--- config.mk ---
export PLATFORM = sky130hd
export DESIGN_NAME = if_stage
export DESIGN_NICKNAME = d
export VERILOG_FILES = /design/src/rtl/cpu_pkg.sv /design/src/rtl/ifid_skid.sv /design/src/rtl/if_stage.sv
export SDC_FILE = /design/constraint.sdc
export NUM_CORES = 1
export LEC_CHECK = 0
export BUFFER_PORTS_ARGS = -buffer_cell sky130_fd_sc_hd__buf_4
export CAP_MARGIN = 5
export CORE_ASPECT_RATIO = 0.9
export CORE_MARGIN = 1.5
export CORE_UTILIZATION = 45
export CTS_CLUSTER_SIZE = 12
export DETAILED_ROUTE_END_ITERATION = 8
export PLACE_DENSITY = 0.67
export SKIP_LAST_GASP = 1
export SYNTH_ARGS = -nofsm -noshare
export SYNTH_HDL_FRONTEND = slang
export SYNTH_SLANG_ARGS = --single-unit
--- constraint.sdc ---
create_clock -name clk -period 1.75 [get_ports clk]
set_input_delay 0.175 -clock clk [delete_from_list [all_inputs] [get_ports clk]]
set_output_delay 0.175 -clock clk [all_outputs]
set_load 0.01 [all_outputs]
--- src/rtl/cpu_pkg.sv ---
// cpu_pkg: types and constants shared by the fetch front end and the control unit.
package cpu_pkg;

    // Fetch FSM states: a request is outstanding, a stale request is being
    // drained after a redirect, or the skid buffer is full and fetch is parked.
    typedef enum logic [1:0] {
        ST_FETCH   = 2'd0,
        ST_DISCARD = 2'd1,
        ST_HOLD    = 2'd2
    } fetch_state_t;

    // Instruction field positions handed to the control unit.
    localparam int OPCODE_MSB = 31;
    localparam int OPCODE_LSB = 26;
    localparam int FUNCT_MSB  = 5;
    localparam int FUNCT_LSB  = 0;

    // Byte distance between consecutive instruction words.
    localparam int unsigned PC_STEP = 4;

endpackage

--- src/rtl/ifid_skid.sv ---
// ifid_skid: one-entry buffer that catches a fetched word while IF/ID is stalled.
module ifid_skid #(
    parameter int ADDR_W = 32
) (
    input  logic              clk,
    input  logic              rst_n,
    input  logic              load,
    input  logic              clear,
    input  logic [31:0]       in_instr,
    input  logic [ADDR_W-1:0] in_pc4,
    output logic              full,
    output logic [31:0]       instr,
    output logic [ADDR_W-1:0] pc4
);

    // Clear wins over load; the entry only ever holds one word.
    always_ff @(posedge clk or negedge rst_n) begin
        if (!rst_n) begin
            full  <= 1'b0;
            instr <= '0;
            pc4   <= '0;
        end else if (clear) begin
            full <= 1'b0;
        end else if (load) begin
            full  <= 1'b1;
            instr <= in_instr;
            pc4   <= in_pc4;
        end
    end

endmodule

--- src/rtl/if_stage.sv ---
// if_stage: instruction fetch stage with IF/ID register, redirect handling
// and a one-entry skid buffer for stalls.
// Optional build macro: IF_STAGE_PERF_CNT_EN adds the fetch_count output.
module if_stage
    import cpu_pkg::*;
#(
    parameter int                ADDR_W   = 32,
    parameter logic [ADDR_W-1:0] RESET_PC = '0
) (
    input  logic              clk,
    input  logic              rst_n,
    input  logic              stall,
    input  logic              branch_taken,
    input  logic [ADDR_W-1:0] branch_target,
    output logic              imem_req,
    output logic [ADDR_W-1:0] imem_addr,
    input  logic              imem_ack,
    input  logic [31:0]       imem_rdata,
    output logic              ifid_valid,
    output logic [31:0]       ifid_instr,
    output logic [ADDR_W-1:0] ifid_pc4,
    output logic [5:0]        opCode,
    output logic [5:0]        func
`ifdef IF_STAGE_PERF_CNT_EN
    ,
    output logic [31:0]       fetch_count
`endif
);

    fetch_state_t      state, state_nx;
    logic [ADDR_W-1:0] pc, stale_addr, pc_seq, target;
    logic              started;
    logic              ack_ok, fetch_ack, word_to_ifid;
    logic              skid_load, skid_clear, skid_full;
    logic [31:0]       skid_instr;
    logic [ADDR_W-1:0] skid_pc4;

    assign pc_seq       = pc + ADDR_W'(PC_STEP);
    assign target       = branch_target & ~ADDR_W'(3);
    assign imem_req     = started && (state != ST_HOLD);
    assign imem_addr    = (state == ST_DISCARD) ? stale_addr : pc;
    assign ack_ok       = imem_ack && imem_req;
    assign fetch_ack    = (state == ST_FETCH) && ack_ok;
    assign word_to_ifid = !branch_taken && !stall &&
                          (fetch_ack || ((state == ST_HOLD) && skid_full));
    assign skid_load    = !branch_taken && stall && fetch_ack;
    assign skid_clear   = branch_taken || ((state == ST_HOLD) && !stall);
    assign opCode       = ifid_instr[OPCODE_MSB:OPCODE_LSB];
    assign func         = ifid_instr[FUNCT_MSB:FUNCT_LSB];

    // Requests stay low during reset and rise on the first edge after release.
    always_ff @(posedge clk or negedge rst_n) begin
        if (!rst_n) started <= 1'b0;
        else        started <= 1'b1;
    end

    // FSM state register.
    always_ff @(posedge clk or negedge rst_n) begin
        if (!rst_n) state <= ST_FETCH;
        else        state <= state_nx;
    end

    // Next state: a redirect with a request still in flight must drain its stale ack.
    always_comb begin
        state_nx = state;
        case (state)
            ST_FETCH: begin
                if (branch_taken)
                    state_nx = (ack_ok || !imem_req) ? ST_FETCH : ST_DISCARD;
                else if (ack_ok && stall)
                    state_nx = ST_HOLD;
            end
            ST_DISCARD: begin
                if (ack_ok) state_nx = ST_FETCH;
            end
            ST_HOLD: begin
                if (branch_taken || !stall) state_nx = ST_FETCH;
            end
            default: state_nx = ST_FETCH;
        endcase
    end

    // Fetch PC, plus a copy of the address still being fetched while draining.
    always_ff @(posedge clk or negedge rst_n) begin
        if (!rst_n) begin
            pc         <= RESET_PC;
            stale_addr <= RESET_PC;
        end else begin
            if (state != ST_DISCARD) stale_addr <= pc;
            if (branch_taken)        pc <= target;
            else if (fetch_ack)      pc <= pc_seq;
        end
    end

    // IF/ID register: holds under stall, bubbles when nothing new arrives.
    always_ff @(posedge clk or negedge rst_n) begin
        if (!rst_n) begin
            ifid_valid <= 1'b0;
            ifid_instr <= '0;
            ifid_pc4   <= '0;
        end else if (branch_taken) begin
            ifid_valid <= 1'b0;
        end else if (!stall) begin
            ifid_valid <= word_to_ifid;
            if (word_to_ifid) begin
                ifid_instr <= (state == ST_HOLD) ? skid_instr : imem_rdata;
                ifid_pc4   <= (state == ST_HOLD) ? skid_pc4   : pc_seq;
            end
        end
    end

`ifdef IF_STAGE_PERF_CNT_EN
    // Counts words that actually land in IF/ID; dropped words never get there.
    always_ff @(posedge clk or negedge rst_n) begin
        if (!rst_n)            fetch_count <= '0;
        else if (word_to_ifid) fetch_count <= fetch_count + 32'd1;
    end
`endif

    ifid_skid #(
        .ADDR_W (ADDR_W)
    ) u_skid (
        .clk      (clk),
        .rst_n    (rst_n),
        .load     (skid_load),
        .clear    (skid_clear),
        .in_instr (imem_rdata),
        .in_pc4   (pc_seq),
        .full     (skid_full),
        .instr    (skid_instr),
        .pc4      (skid_pc4)
    );

endmodule

* Word level (Yosys, flattened, before mapping)
Index checks and enable logic that the tools add are counted. W data, S select, Z words.
Word-level totals: bits in registers 197, input bits 69, output and inout port bits 110, logic and storage cells 60
Operators by class: add/sub/neg operators 1, equal/unequal tests 8, multiplexer cells 15, bitwise operators 3, reduce and logical (&&, ||, !) cells 23
Operators by type and width (number):
- $mux W32 | 5
- $add A32 B3 Y32 const B | 1
- $logic_and A1 B1 Y1 | 10
- $mux W2 | 4
- $ne A2 B1 Y1 const B | 3
- $pmux W2 S3 | 1
- $reduce_and A3 Y1 | 2
- $mux W1 | 5
- $logic_or A1 B1 Y1 | 4
- $ne A2 B2 Y1 const B | 2
- $reduce_bool A2 Y1 | 2
- $logic_not A1 Y1 | 3
- $ne A3 B2 Y1 const B | 1
- $not A1 Y1 | 3
- $eq A2 B1 Y1 const B | 1
- $eq A2 B2 Y1 const B | 1
- $logic_not A2 Y1 | 1
- $reduce_and A2 Y1 | 1

* Depth between registers and ports, before layout
depth after elaboration 8, mapped depth 8, depth with buffers taken out 6

* By module
Synthesis repeated with hierarchy kept, for this count alone.
Unflattened totals: cell total of the unflattened synthesis 883, area total of the unflattened synthesis 9461.6 µm²
Modules (own cells, without submodules):
- if_stage | instances 1, cells each 744, area each 6727.7 µm², seq. area each 3203.1 µm²
- ifid_skid | instances 1, cells each 139, area each 2733.9 µm², seq. area each 1626.6 µm²

* Worst setup path after synthesis
No wires, ideal clock.
path kind reg-to-reg, start reg pc[2], end reg ifid_pc4[24], setup time 0.124 ns, data arrival time 1.792 ns, setup slack -0.166 ns, cell stages (with the launch flop) 7, buffers on the path 0, clock period less this slack 1.916 ns, cell sequence dfrtp_1 -> ha_1 -> nand2_1 -> nor3_2 -> nand2_1 -> mux2i_1 -> a211o_1
On the way: word-level cells in the longest chain between the ends 2
RTL lines:
- from (decl) | RTL line if_stage.sv:31 | logic [ADDR_W-1:0] pc, stale_addr, pc_seq, target;
- from (signal assigned) | RTL line if_stage.sv:90 | if (branch_taken) pc <= target;
- from (signal assigned) | RTL line if_stage.sv:91 | else if (fetch_ack) pc <= pc_seq;
- $add A32 B3 Y32 | RTL line if_stage.sv:38 | assign pc_seq = pc + ADDR_W'(PC_STEP);
- $mux W32 | RTL line if_stage.sv:107 | ifid_pc4 <= (state == ST_HOLD) ? skid_pc4 : pc_seq;
- to (signal assigned) | RTL line if_stage.sv:107
- to (decl) | RTL line if_stage.sv:21 | output logic [ADDR_W-1:0] ifid_pc4,
No other way between the ends. A chain may end at the register's enable or synchronous reset.

* Worst setup path in the final report
start reg state[1], end reg ifid_pc4[30]
On the way: word-level cells in the longest chain between the ends 7
RTL lines:
- from (decl) | RTL line if_stage.sv:30 | fetch_state_t state, state_nx;
- from (signal assigned) | RTL line if_stage.sv:60 | else state <= state_nx;
- $ne A2 B2 Y1 | RTL line if_stage.sv:40 | assign imem_req = started && (state != ST_HOLD);
- $logic_and A1 B1 Y1 | RTL line if_stage.sv:40
- $logic_and A1 B1 Y1 | RTL line if_stage.sv:42 | assign ack_ok = imem_ack && imem_req;
- $logic_and A1 B1 Y1 | RTL line if_stage.sv:43 | assign fetch_ack = (state == ST_FETCH) && ack_ok;
- $logic_or A1 B1 Y1 | RTL line if_stage.sv:45 | (fetch_ack || ((state == ST_HOLD) && skid_full));
- $logic_and A1 B1 Y1 | RTL line if_stage.sv:44 | assign word_to_ifid = !branch_taken && !stall &&
- $reduce_and A3 Y1 (no line)
Parallel ways exist; a longest one is shown, timed or not.

==> results.toml <==
[run_status]
status = "finished with violations"
violations = "setup timing"

[placement]
post_dp_cell_area_sq_um = 11000
gp_congestion = 0.869
dpl.hpwl_mm = 15.8
numPortBuffers = 172
place_ws_ns = -0.0418

[yosys]
seq_area_frac_synth_pct = 53.1
synth_top_flop_cell = "dfrtp_1"
yosys.area.top_type = "dfrtp_1"
synthArstFlopShare_pct = 100
synth_area_leaders = "dfrtp_1, nand2_1, mux2_2"
netlist_top_cells_count = "nand2_1, dfrtp_1, nor2_1"
synth_compound_area_share_pct = 10.2
synth.most_common_cell = "nand2_1"
synth_top_area_share_pct = 53.1
ys_types = 50
synth_top_family_by_area = "simple AND/OR/NAND/NOR gates"
synth_edf_count = 0
synth-xor-area-share_pct = 4.72
synthCells = 971
yosys.area_share.simple_pct = 23.0
muxShareOfSynthArea_pct = 3.64
ys_ff_latch = 189
ys.warnings.count = 0
synthAdderAreaFrac_pct = 0.140
avgSynthCellArea_sq_um = 9.17
netlist_area_sq_um = 8910

[grt]
grt_pass1_wl_mm = 40.9
grt.busiest_layer = "met2"
grt_max_degree = 62
grt.met2_usage_pct = 41.9
grtUsageMet3_pct = 4.93
grt_pass1_vias = 7820
track_usage_pct = 25.9
grt_overflow_total = 0
use_met1_pct = 35.8
antenna_found_initial = 0

[power]
p_leak_nw = 6.58
powerDensity_nw_per_um2 = 978
ir_drop_v = 0.000573
p_total_mw = 13.8

[worst_setup_path]
required_ns = 2.05
crit_path_start_kind = "register"
end_kind = "register"
worst-path-max-fanout = 4
cp.arrival_ns = 2.40
path_class = "register to register"

[sta]
fin_crit_sh_pct = 120
fin_ws_ns = -0.346
setup_violations = 150
grt_setup_unrepaired = "yes"
fmax_ghz = 0.477
hold_viol_final = 0
relSlewSlack_pct = 58.8
tightest_slew_ns = 0.618
period_needed_ns = 2.10
clock_skew_ns = 0.0123
finalMaxSlewViolations = 0

[floorplanning]
core_area_sq_um = 19300
placementRows = 48
die_w_um = 151
initial_core_util_pct = 46.2
die_area_sq_um = 20600
ioPinCount = 179
die_height_um = 136

[cells_and_area]
n_antenna_cell = 0
fin_nets = 1385
syn2layout_area_growth_pct = 58.1
final_cell_area_sq_um = 14100
layout-drive-gt1-share_pct = 38.2

[cts]
clkLatencyLatePin_ns = 0.43
path_clk_slew_ns = 0.07
clockRootBuffer = "clkbuf_16"
cts_buffer_depth = 2
cts.sinks = 189
tritoncts = "yes"
numCtsBuffers = 17
h-tree-depth = 4

[detailed_routing]
ant_nets = 0
drt-pass1-iter-count = 5
drt_wl_total_mm = 28.7
drc = 0
drt-initial-drc-count = 682
vias_per_cell = 5.38
dr_total_vias = 8495
post_drt_wl_per_cell_um = 18.2

[hold_path]
hp-class = "input pin to register"

[run]
drv_cap = 0
-- routing by layer --
| layer | share of wire [%] | vias to the layer above |
|---|---|---|
| li1 | - | 3941 |
| met1 | 43 | 4207 |
| met2 | 49 | 304 |
| met3 | 5.9 | 43 |
| met4 | 1.7 | 0 |
| met5 | 0 | - |
-- what timing repair did --
item	CTS	global route
gates cloned	10	11
setup buffers	30	34
resized for setup	130	134
hold buffers	63	0
hold endpoints to repair	120	0
pin swaps	10	52
endpoints found under the setup margin	65	143
-- state kept, by name (all words and copies together), names as in the netlist --
| name | flops |
|---|---|
| ifid_instr | 32 |
| u_skid.instr | 32 |
| ifid_pc4 | 30 |
| pc | 30 |
| stale_addr | 30 |
| u_skid.pc4 | 30 |
| state | 2 |
| ifid_valid | 1 |
| started | 1 |
| u_skid.full | 1 |
-- through the flow --
step / hold slack [ns] / setup TNS, ns / util (%) / std cells
3_3_place_gp: 0.143 / -0.0639 / 56.9 / 1402
4_1_cts: 0.0367 / -16.71 / 68.2 / 1537
6_report: 0.0725 / -28.22 / 73.0 / 1578
2_1_floorplan: -0.121 / -0.0472 / - / 974
3_5_place_dp: 0.143 / -0.254 / 56.9 / 1402
5_1_grt: 0.0850 / -40.71 / 73.0 / 1578
-- cells by family after synthesis --
kind of cell / Yosys count
mux: 29
fa+ha+maj: 1
other cells: 2
buf+inv: 92
compound gates: 160
simple gates: 450
flops: 189
xor+xnor: 48
-- placed cells by master, fill, tap and decap left out, drive strengths merged, types with 3 or more instances in the layout --
cell type    instances
a21oi               26
a31oi               35
and3                12
and4                 3
buf                338
clkbuf              28
clkinv               4
clkinvlp             3
conb                 5
dfrtp              189
dlygate4sd3         63
inv                  8
mux2                27
nand2              263
nand2b               5
nand3               27
nand4               10
nor2                74
nor2b                4
nor3                27
nor4                13
o21ai               80
o22ai                3
o31a                 3
o31ai                3
or3                  5
xnor2               27
xor2                21
-- worst paths after layout --
kind                             startpoint               end  slack (ns)  depth (start not counted)
max                                state[1]      ifid_pc4[30]       -0.35                          8
min                                   stall       u_skid.full        0.07                          3
max reg2reg                        state[1]      ifid_pc4[30]       -0.35                          8
min reg2reg                u_skid.instr[24]  u_skid.instr[24]        0.47                          2
max in group asynchronous             rst_n  u_skid.instr[18]        0.85                          3
min in group asynchronous             rst_n    stale_addr[25]        0.24                          2
-- worst max-delay path, stage by stage (launching register included) --
cell,delay [ns]
dfrtp_1,0.40
buf_4,0.14
buf_6,0.11
nand3b_1,0.23
a2111o_1,0.51
buf_6,0.17
or3_1,0.30
o21ai_1,0.08
a21oi_1,0.05
-- cell type report --
cell class	instances	area (sq um)
Fill cell	1349	5200
Sequential cell	189	4740
Multi-Input combinational cell	693	4360
Timing Repair Buffer	411	4080
Clock buffer	19	443
Tap cell	250	313
Clock inverter	13	130
Inverter	3	11.3
-- power by group --
group          switching (mW)  internal [mW]
registers               0.651           5.31
clock network            1.78           2.03
logic                    1.81           2.19
total                    4.24           9.53
No activity file was read; power rests on OpenSTA's default activity.
